**config.mk**
```make
export PLATFORM = sky130hd
export DESIGN_NAME = result_demux
export DESIGN_NICKNAME = d
export VERILOG_FILES = /design/src/rtl/result_demux.sv
export SDC_FILE = /design/constraint.sdc
export NUM_CORES = 1
export LEC_CHECK = 0
export CAP_MARGIN = 15
export CORE_ASPECT_RATIO = 1.5
export CORE_MARGIN = 1
export CORE_UTILIZATION = 45
export DETAILED_ROUTE_END_ITERATION = 10
export GPL_ROUTABILITY_DRIVEN = 0
export PLACE_DENSITY_LB_ADDON = 0.3
export SLEW_MARGIN = 20
export SYNTH_ARGS = -nofsm -noshare
export SYNTH_HDL_FRONTEND = slang
export SYNTH_SLANG_ARGS = --single-unit
```
**constraint.sdc**
```tcl
create_clock -name clk -period 6.9 [get_ports clk]
set_clock_uncertainty 0.15 [all_clocks]
set_input_delay 1.38 -clock clk [delete_from_list [all_inputs] [get_ports clk]]
set_output_delay 1.38 -clock clk [all_outputs]
set_load 0.02 [all_outputs]
```
**src/rtl/result_demux.sv**
```systemverilog
// 1-to-2 result router: one input stream steered by in_sel into one of two
// single-entry output buffers, each with its own transfer counter.
module result_demux #(
    parameter int WIDTH = 32,
    parameter int CNTW  = 16
) (
    input  logic             clk,
    input  logic             rst,
    input  logic             flush,
    input  logic [WIDTH-1:0] in_data,
    input  logic             in_sel,
    input  logic             in_valid,
    output logic             in_ready,
    output logic [WIDTH-1:0] out0_data,
    output logic             out0_valid,
    input  logic             out0_ready,
    output logic [WIDTH-1:0] out1_data,
    output logic             out1_valid,
    input  logic             out1_ready,
    output logic [CNTW-1:0]  cnt0,
    output logic [CNTW-1:0]  cnt1
);

    typedef enum logic {
        EMPTY = 1'b0,
        FULL  = 1'b1
    } state_t;

    state_t            state_p1 [2];
    logic [WIDTH-1:0]  data_p1  [2];
    logic [CNTW-1:0]   cnt_p1   [2];

    logic [1:0]        out_ready;
    logic [1:0]        xfer;
    logic [1:0]        acc;

    function automatic logic [CNTW-1:0] cnt_inc(input logic [CNTW-1:0] c);
        return c + {{(CNTW-1){1'b0}}, 1'b1};
    endfunction

    assign out_ready = {out1_ready, out0_ready};
    assign xfer[0]   = (state_p1[0] == FULL) && out_ready[0];
    assign xfer[1]   = (state_p1[1] == FULL) && out_ready[1];

    // A full buffer may take a new word in the same cycle its current word leaves.
    assign in_ready  = !rst && !flush &&
                       ((state_p1[in_sel] == EMPTY) || xfer[in_sel]);
    assign acc[0]    = in_valid && in_ready && !in_sel;
    assign acc[1]    = in_valid && in_ready &&  in_sel;

    // Stage p1: output buffers and counters
    always_ff @(posedge clk) begin
        if (rst) begin
            for (int k = 0; k < 2; k++) begin
                state_p1[k] <= EMPTY;
                data_p1[k]  <= '0;
                cnt_p1[k]   <= '0;
            end
        end else begin
            for (int k = 0; k < 2; k++) begin
                if (xfer[k])
                    cnt_p1[k] <= cnt_inc(cnt_p1[k]);
                if (flush) begin
                    state_p1[k] <= EMPTY;
                end else if (acc[k]) begin
                    state_p1[k] <= FULL;
                    data_p1[k]  <= in_data;
                end else if (xfer[k]) begin
                    state_p1[k] <= EMPTY;
                end
            end
        end
    end

    assign out0_valid = (state_p1[0] == FULL);
    assign out1_valid = (state_p1[1] == FULL);
    assign out0_data  = data_p1[0];
    assign out1_data  = data_p1[1];
    assign cnt0       = cnt_p1[0];
    assign cnt1       = cnt_p1[1];

endmodule
```
# After elaboration in Yosys (flattened, before gate mapping)
# Memories as Yosys holds them, arrays and structs flattened.
# Cells that the tools add are included.
# word_totals
regBits	0
out_inout_bits	99
n_memories	3
ramBits	98
elab_cells	67
inputBits	39
# mem_list
memory	depth	word_bits	rd	rd_clocked_by_memory_dff	write_ports	line	text
data_p1	2	32	2	0	2	30	logic [WIDTH-1:0] data_p1 [2];
cnt_p1	2	16	2	0	2	31	logic [CNTW-1:0] cnt_p1 [2];
state_p1	2	1	3	0	2	29	state_t state_p1 [2];
# classes
muxes	39
magnitude_cmp	1
n_addsub	2
reduce_logical	11
bitwise	11
# op_table
operator	n
2-to-1 mux 32 bit	2
2-to-1 mux 1 bit	35
adder 16 x 1 -> 16 bit (second input constant)	2
2-to-1 mux 16 bit	2
bitwise OR 1 bit	10
logical AND 1 bit	7
logical NOT 1 bit	3
less-than comparator 1 x 2 -> 1 bit (second input constant)	1
logical OR 1 bit	1
NOT 1 bit	1

# Depth between registers and ports, before layout
# Gate-level depths: netlist of the first run.
# logic_depth
word_depth	13
ltp_mapped	6
depth_no_buf	5

# Worst setup path before layout of the first run
# Ideal clock, no wire load.
# synth_timing
path_kind	input to register
start	input in_valid
end	memory data_p1[0][0] (enable)
setup_slack_ns	2.947
cell_stages	4
required_ns	6.322
t_arrival_ns	3.375
setup_time_ns	0.428
path_cell_list	clkbuf_1 > nor2b_1 > o21ai_0 > o21bai_1
# synth_rtl
element	line	text
start: declaration	12	input logic in_valid,
end: declaration	30	

# Worst setup path after layout of the first run
# layout_timing
start	input in_sel
end	output in_ready
# layout_via
elab_chain_cells	4
elab_cells_between_ends	6
cone_classes	mux: 2; bitwise: 1; reduce/logical: 2; memory: 1
# layout_lines
element	line	text
start: declaration	11	input logic in_sel,
memory read (2 x 1 bit) / 2-to-1 mux 1 bit (equally long branches)	--	
NOT 1 bit / 2-to-1 mux 1 bit (equally long branches)	47	((state_p1[in_sel] == EMPTY) || xfer[in_sel]);
logical OR 1 bit (*)	47	
logical AND 1 bit (*)	46	assign in_ready = !rst && !flush &&
end: declaration	13	output logic in_ready,
# Mark *: on every way between the ends. The rest lies on a longest branch, timed or not. The select of a mux whose other input is x is not followed.

==> out/metrics.cfg, run 1 <==
[timing]
slew_violations=0
setup_violations=0
max_freq_mhz=207
finalHoldViolCount=0
fin_ws_ns=2.08
rsz0062_at_grt=false
tns_ns=0
period_share_pct=69.9
min_period_ns=4.82
worstMarginPinSlew_ns=1.11
max_slew_margin_pct=26.0
whs_ns=0.512

[floorplan]
coreArea_sq_um=8520
die-height_um=118
io_pins=138
start_util_pct=47.1
dieArea_sq_um=9310
rows=41
die_w_um=79.1

[critical_path]
cp-start-kind=input port
end_kind=output pin
required_ns=5.37
critical_path_depth=4
critPathMaxFanout=8
cp_num_buf_inv=2
cpLargestDelayFamily=buffers and inverters
crit_slowest_cell=clkdlybuf4s50_1
cpMostUsedCell=clkdlybuf4s50_1
path_cells=clkdlybuf4s50_1 > nor3b_1 > a2111oi_4 > clkdlybuf4s50_1
crit_path_max_incr_delay_ns=0.71
cp.arrival_ns=3.29
rr_worst_depth=4
critical_path_class=input port to output pin

[pwr]
total_power_w=0.00140
p_per_area_nw_per_um2=242
ir_drop_v=0.000191
leakagePower_nw=2.09

[clock_tree]
numCtsBuffers=9
clock_latency_ns=0.33
postCtsSetupBuffers=0
root_buffer=clkbuf_16
clockBufferDepth=2
postCtsResizedCells=0
cts_sinks=98
clkTransAtPathRegs_ns=0.06
cts-hold-fix-buffers=0
htree_num_levels=3
cts_tree=yes

[global_routing]
grtUsageMet2_pct=33.2
grt_overflow=0
met3_usage_pct=8.76
grt_pass1_vias=2828
grt_start_max_net_pins=38
grt_antenna_before_repair=0
grt_pass1_wl_um=14000
grt_most_used_layer=met2
grt_use_met1_pct=21.8
track_usage_pct=19.9

[routing]
drtPass1Iterations=4
route.detailed.drc=0
vias_per_cell=5.30
wl_um=8910
ant_nets=0
num_vias=2796
drt_iter0_markers=136
wire_per_inst_um=16.9

[logic_synthesis]
yosysUniqueCellTypes=28
synth.avg_cell_area_sq_um=14.4
yosys_warnings=0
syn_nets=319
synthCells=278
ys_ff_latch=98
ys_seq_area_share_pct=73.3
netlist_area_sq_um=4020

[placement]
io_buffers=137
place_ws_ns=2.09
dp_hpwl_um=6080

[run_status]
status=completed

[layout]
diodes=0
nFillCells=658
nNetsFinal=457
drive_above_1_share_pct=4.75
syn2layout_area_growth_pct=44.3

[worst_hold_path]
hold_class=flip-flop to flip-flop
whs_path_depth=2

[job]
maxCapViolCount=0

-- path summary, 6_finish.rpt --
| kind | startpoint | endpoint | slack [ns] |
|---|---|---|---|
| max reg2reg | cnt_p1[0][6] | cnt_p1[0][15] | 4.88 |
| min | cnt_p1[0][14] | cnt_p1[0][14] | 0.51 |
| max | in_sel | in_ready | 2.08 |
| min reg2reg | cnt_p1[0][14] | cnt_p1[0][14] | 0.51 |
-- layout make-up --
class / count / area [sq um] / area share, %
inverter: 5 / 18.8 / 0.324
clock buffer: 10 / 229 / 3.95
clock inverter: 6 / 57.6 / 0.993
timing repair buffer: 138 / 1380 / 23.8
tap: 107 / 134 / 2.31
multi-input combinational: 164 / 1030 / 17.9
sequential: 98 / 2940 / 50.8
-- worst reg2reg max path, delay by kind of cell, from the launching register on --
family / cells / cell delay, ns
AND/OR/NAND/NOR: 3 / 1.12
flip-flops: 1 / 0.46
AO/OA/AOI/OAI: 1 / 0.14
-- flip-flops by register name (all words and copies together), names as in the netlist --
register	flops
data_p1	64
cnt_p1	32
state_p1	2
-- kinds of logic (layout without fill, tap and decap cells) --
logic type / count (synthesis) / after routing / synth area share, %
and+or+nand+nor: 126 / 126 / 16.9
buffers and inverters: 16 / 159 / 1.50
adders and majority gates: 2 / 2 / 0.623
DFF: 98 / 98 / 73.3
AOI/OAI and AO/OA: 10 / 10 / 2.06
xor gates and xnor gates: 26 / 26 / 5.67
-- synth_stat cells --
cell type,number,area [sq um]
and2_1,1,6.26
a21oi_1,2,10.0
inv_1,5,18.8
and4_2,1,10.0
nor4_1,9,56.3
o21bai_1,2,15.0
nand4_1,11,68.8
or4_1,1,7.51
nand4_4,1,21.3
a2111oi_4,1,27.5
ha_1,2,25.0
o21ai_0,3,15.0
and3_1,34,213
o211ai_1,1,7.51
nand2b_1,2,12.5
and4_1,1,8.76
nor3_1,3,15.0
nor3b_1,1,7.51
clkbuf_1,11,41.3
xor2_1,11,96.3
nand3_1,9,45.0
or3_1,2,12.5
xnor2_1,15,131
a21o_1,1,7.51
nor2_1,34,128
edfxtp_1,98,2940
nor2b_1,2,12.5
nand2_1,14,52.6
-- per-stage QoR --
stage | utilization, % | instances | instance area (sq um)
2_1_floorplan | - | 278 | 4020
3_3_place_gp | 64.7 | 512 | 5510
3_5_place_dp | 64.7 | 512 | 5510
4_1_cts | 68.1 | 528 | 5800
5_1_grt | 68.1 | 528 | 5800
6_report | 68.1 | 528 | 5800
-- power breakdown --
group	switching, W	internal (W)
Clock	0.000206	0.000279
Combinational	0.000102	0.0000927
Sequential	0.0000245	0.000697
-- layer usage --
| metal | wire length, um | up-vias |
|---|---|---|
| met5 | 0 | - |
| met3 | 892 | 14 |
| met2 | 4500 | 116 |
| li1 | - | 1318 |
| met1 | 3350 | 1348 |
| met4 | 164 | 0 |
-- cells in the final DEF, fill, tap and decap left out, drive strengths merged --
cell | netlist | layout
inv | 5 | 5
o211ai | 1 | 1
bufinv | 0 | 1
nand2b | 2 | 2
xor2 | 11 | 11
clkinv | 0 | 5
nor2b | 2 | 2
nand2 | 14 | 14
ha | 2 | 2
a21oi | 2 | 2
o21ai | 3 | 3
nor3 | 3 | 3
and2 | 1 | 1
xnor2 | 15 | 15
a21o | 1 | 1
o21bai | 2 | 2
edfxtp | 98 | 98
and4 | 2 | 2
clkbuf | 11 | 10
nand3 | 9 | 9
nor2 | 34 | 34
nor3b | 1 | 1
and3 | 34 | 34
buf | 0 | 1
clkdlybuf4s50 | 0 | 137
nand4 | 12 | 12
a2111oi | 1 | 1
nor4 | 9 | 9
or3 | 2 | 2
or4 | 1 | 1
Power figures use the tool's default switching activity.
==> inputs of run 2 (changes only) <==
==> constraint.sdc (replaced) <==
create_clock -name clk -period 5 [get_ports clk]
set_clock_uncertainty 0.15 [all_clocks]
set_input_delay 1 -clock clk [delete_from_list [all_inputs] [get_ports clk]]
set_output_delay 1 -clock clk [all_outputs]
set_load 0.02 [all_outputs]
==> out/metrics.cfg, run 2 (synthesis gave the netlist of run 1 again) <==
[clock_tree]
clkTransAtPathRegs_ns=0.06  ; about the same
postCtsResizedCells=0  ; unchanged
cts_tree=yes  ; unchanged
root_buffer=clkbuf_16  ; unchanged
clock_latency_ns=0.34  ; was 0.33 ns
numCtsBuffers=9  ; unchanged
htree_num_levels=3  ; unchanged
cts-hold-fix-buffers=0  ; unchanged
postCtsSetupBuffers=0  ; unchanged
clockBufferDepth=2  ; unchanged
cts_sinks=98  ; unchanged

[layout]
syn2layout_area_growth_pct=44.9  ; was 44.3%
nNetsFinal=458  ; was 457
top_register=data_p1  ; unchanged
final_cell_mix=clkdlybuf4s50_1 (137), edfxtp_1 (98), and3_1 (34), nor2_1 (34), xnor2_1 (15)  ; unchanged
largestRegisters=data_p1 x64, cnt_p1 x32, state_p1 x2  ; unchanged
nFillCells=647  ; was 658
diodes=0  ; unchanged
mostFrequentLayoutCell=clkdlybuf4s50_1  ; unchanged
largest_reg_flops=64  ; unchanged
drive_above_1_share_pct=4.51  ; was 4.75%

[floorplan]
coreArea_sq_um=8520  ; unchanged
die_w_um=79.1  ; unchanged
die-height_um=118  ; unchanged
start_util_pct=47.1  ; unchanged
rows=41  ; unchanged
io_pins=138  ; unchanged
dieArea_sq_um=9310  ; unchanged

[placement]
io_buffers=137  ; unchanged
place_ws_ns=0.928  ; was 2.09 ns
dp_hpwl_um=6080  ; about the same

[global_routing]
grt_overflow=0  ; unchanged
track_usage_pct=20.2  ; was 19.9%
grt_pass1_vias=2777  ; was 2828
grt_start_max_net_pins=37  ; was 38
grt_antenna_before_repair=0  ; unchanged
grt_pass1_wl_um=14300  ; was 14000 um

[routing]
vias_per_cell=5.25  ; was 5.30
drtPass1Iterations=4  ; unchanged
route.detailed.drc=0  ; unchanged
wirelength_met1_um=3350  ; about the same
wl_um=8850  ; was 8910 um
wl_met3_um=865  ; was 892 um
wire_per_inst_um=16.8  ; was 16.9 um
num_vias=2774  ; was 2796
ant_nets=0  ; unchanged
routed.top_layer=met4  ; unchanged
route.met2.wl_um=4480  ; was 4500 um
drt_iter0_markers=136  ; unchanged

[timing]
fin_ws_ns=0.920  ; was 2.08 ns
worstMarginPinSlew_ns=1.06  ; was 1.11 ns
slew_violations=0  ; unchanged
setup_violations=0  ; unchanged
finalHoldViolCount=0  ; unchanged
rsz0062_at_grt=false  ; unchanged
period_share_pct=81.6
tns_ns=0  ; unchanged
max_freq_mhz=245
max_slew_margin_pct=29.2  ; was 26.0%
min_period_ns=4.08

[worst_hold_path]
hold_class=flip-flop to flip-flop  ; unchanged
whs_path_depth=2  ; unchanged

[pwr]
p_per_area_nw_per_um2=340  ; was 242 nW/um^2
leakagePower_nw=2.10  ; was 2.09 nW
ir_drop_v=0.000287  ; was 0.000191 V

[critical_path]
critPathMaxFanout=8  ; unchanged
critical_path_class=input port to output pin  ; unchanged
path_cells=clkdlybuf4s50_1 > nor3b_1 > a2111oi_4 > clkdlybuf4s50_1  ; unchanged
cp-start-kind=input port  ; unchanged
rr_worst_depth=4  ; unchanged
crit_path_max_incr_delay_ns=0.71  ; about the same
cpMostUsedCell=clkdlybuf4s50_1  ; unchanged
end_kind=output pin  ; unchanged
required_ns=3.85  ; was 5.37 ns
cp.arrival_ns=2.93  ; was 3.29 ns
crit_slowest_cell=clkdlybuf4s50_1  ; unchanged

[job]
maxCapViolCount=0  ; unchanged

[run_status]
status=completed  ; unchanged

==> run 2: cell types whose count changed in the layout (fill, tap and decap cells not counted), sizes merged <==
cell    change
clkbuf      +2
clkinv      -4
buf         +1
bufinv      +1
==> run 2: layout make-up <==
cell class              count  area, sq um  area share [%]
flip-flops and latches     98         2940            50.6
repair buffers            139         1390            23.8
clock buffers              12          236            4.06
clock inverters             3         65.1            1.12
well taps                 107          134            2.30
multi-input cells         164         1030            17.8
inverters                   5         18.8           0.323
==> run 2: metrics by stage <==
stage | power, W | cell area, sq um | cells | util [%] | hold slack, ns
detailed placement | 0.00128 | 5520 | 513 | 64.8 | 0.489
global placement | 0.00128 | 5520 | 513 | 64.8 | 0.491
CTS | 0.00199 | 5820 | 528 | 68.3 | 0.508
floorplan | 0.00113 | 4020 | 278 | - | 0.580
finish | 0.00198 | 5820 | 528 | 68.3 | 0.506
global route | 0.00204 | 5820 | 528 | 68.3 | 0.525
==> run 2: critical path, delay by kind of cell <==
family	cells	cell delay, ns
buffers and inverters	2	1.41
and+or+nand+nor	1	0.15
AOI/OAI and AO/OA	1	0.37
==> run 2: final timing paths <==
check	start	end	slack, ns
worst max-delay path	in_sel	in_ready	0.92
worst min-delay path	cnt_p1[0][31]	cnt_p1[0][31]	0.51
worst max register to register	cnt_p1[0][6]	cnt_p1[0][15]	2.96
worst min register to register	cnt_p1[0][31]	cnt_p1[0][31]	0.51
==> run 2: layer usage <==
layer / track usage, % / vias to the layer above
li1: - / 1322
met3: 7.44 / 11
met4: 8.86 / 0
met2: 33.1 / 125
met5: 0 / -
met1: 23.4 / 1316
==> run 2: power breakdown <==
| part | switching (W) | leakage, nW | internal (W) |
|---|---|---|---|
| Clock | 0.000277 | 0.147 | 0.000435 |
| Sequential | 0.0000329 | 1.02 | 0.000962 |
| Combinational | 0.000141 | 0.932 | 0.000128 |
| Total | 0.000451 | 2.10 | 0.00153 |
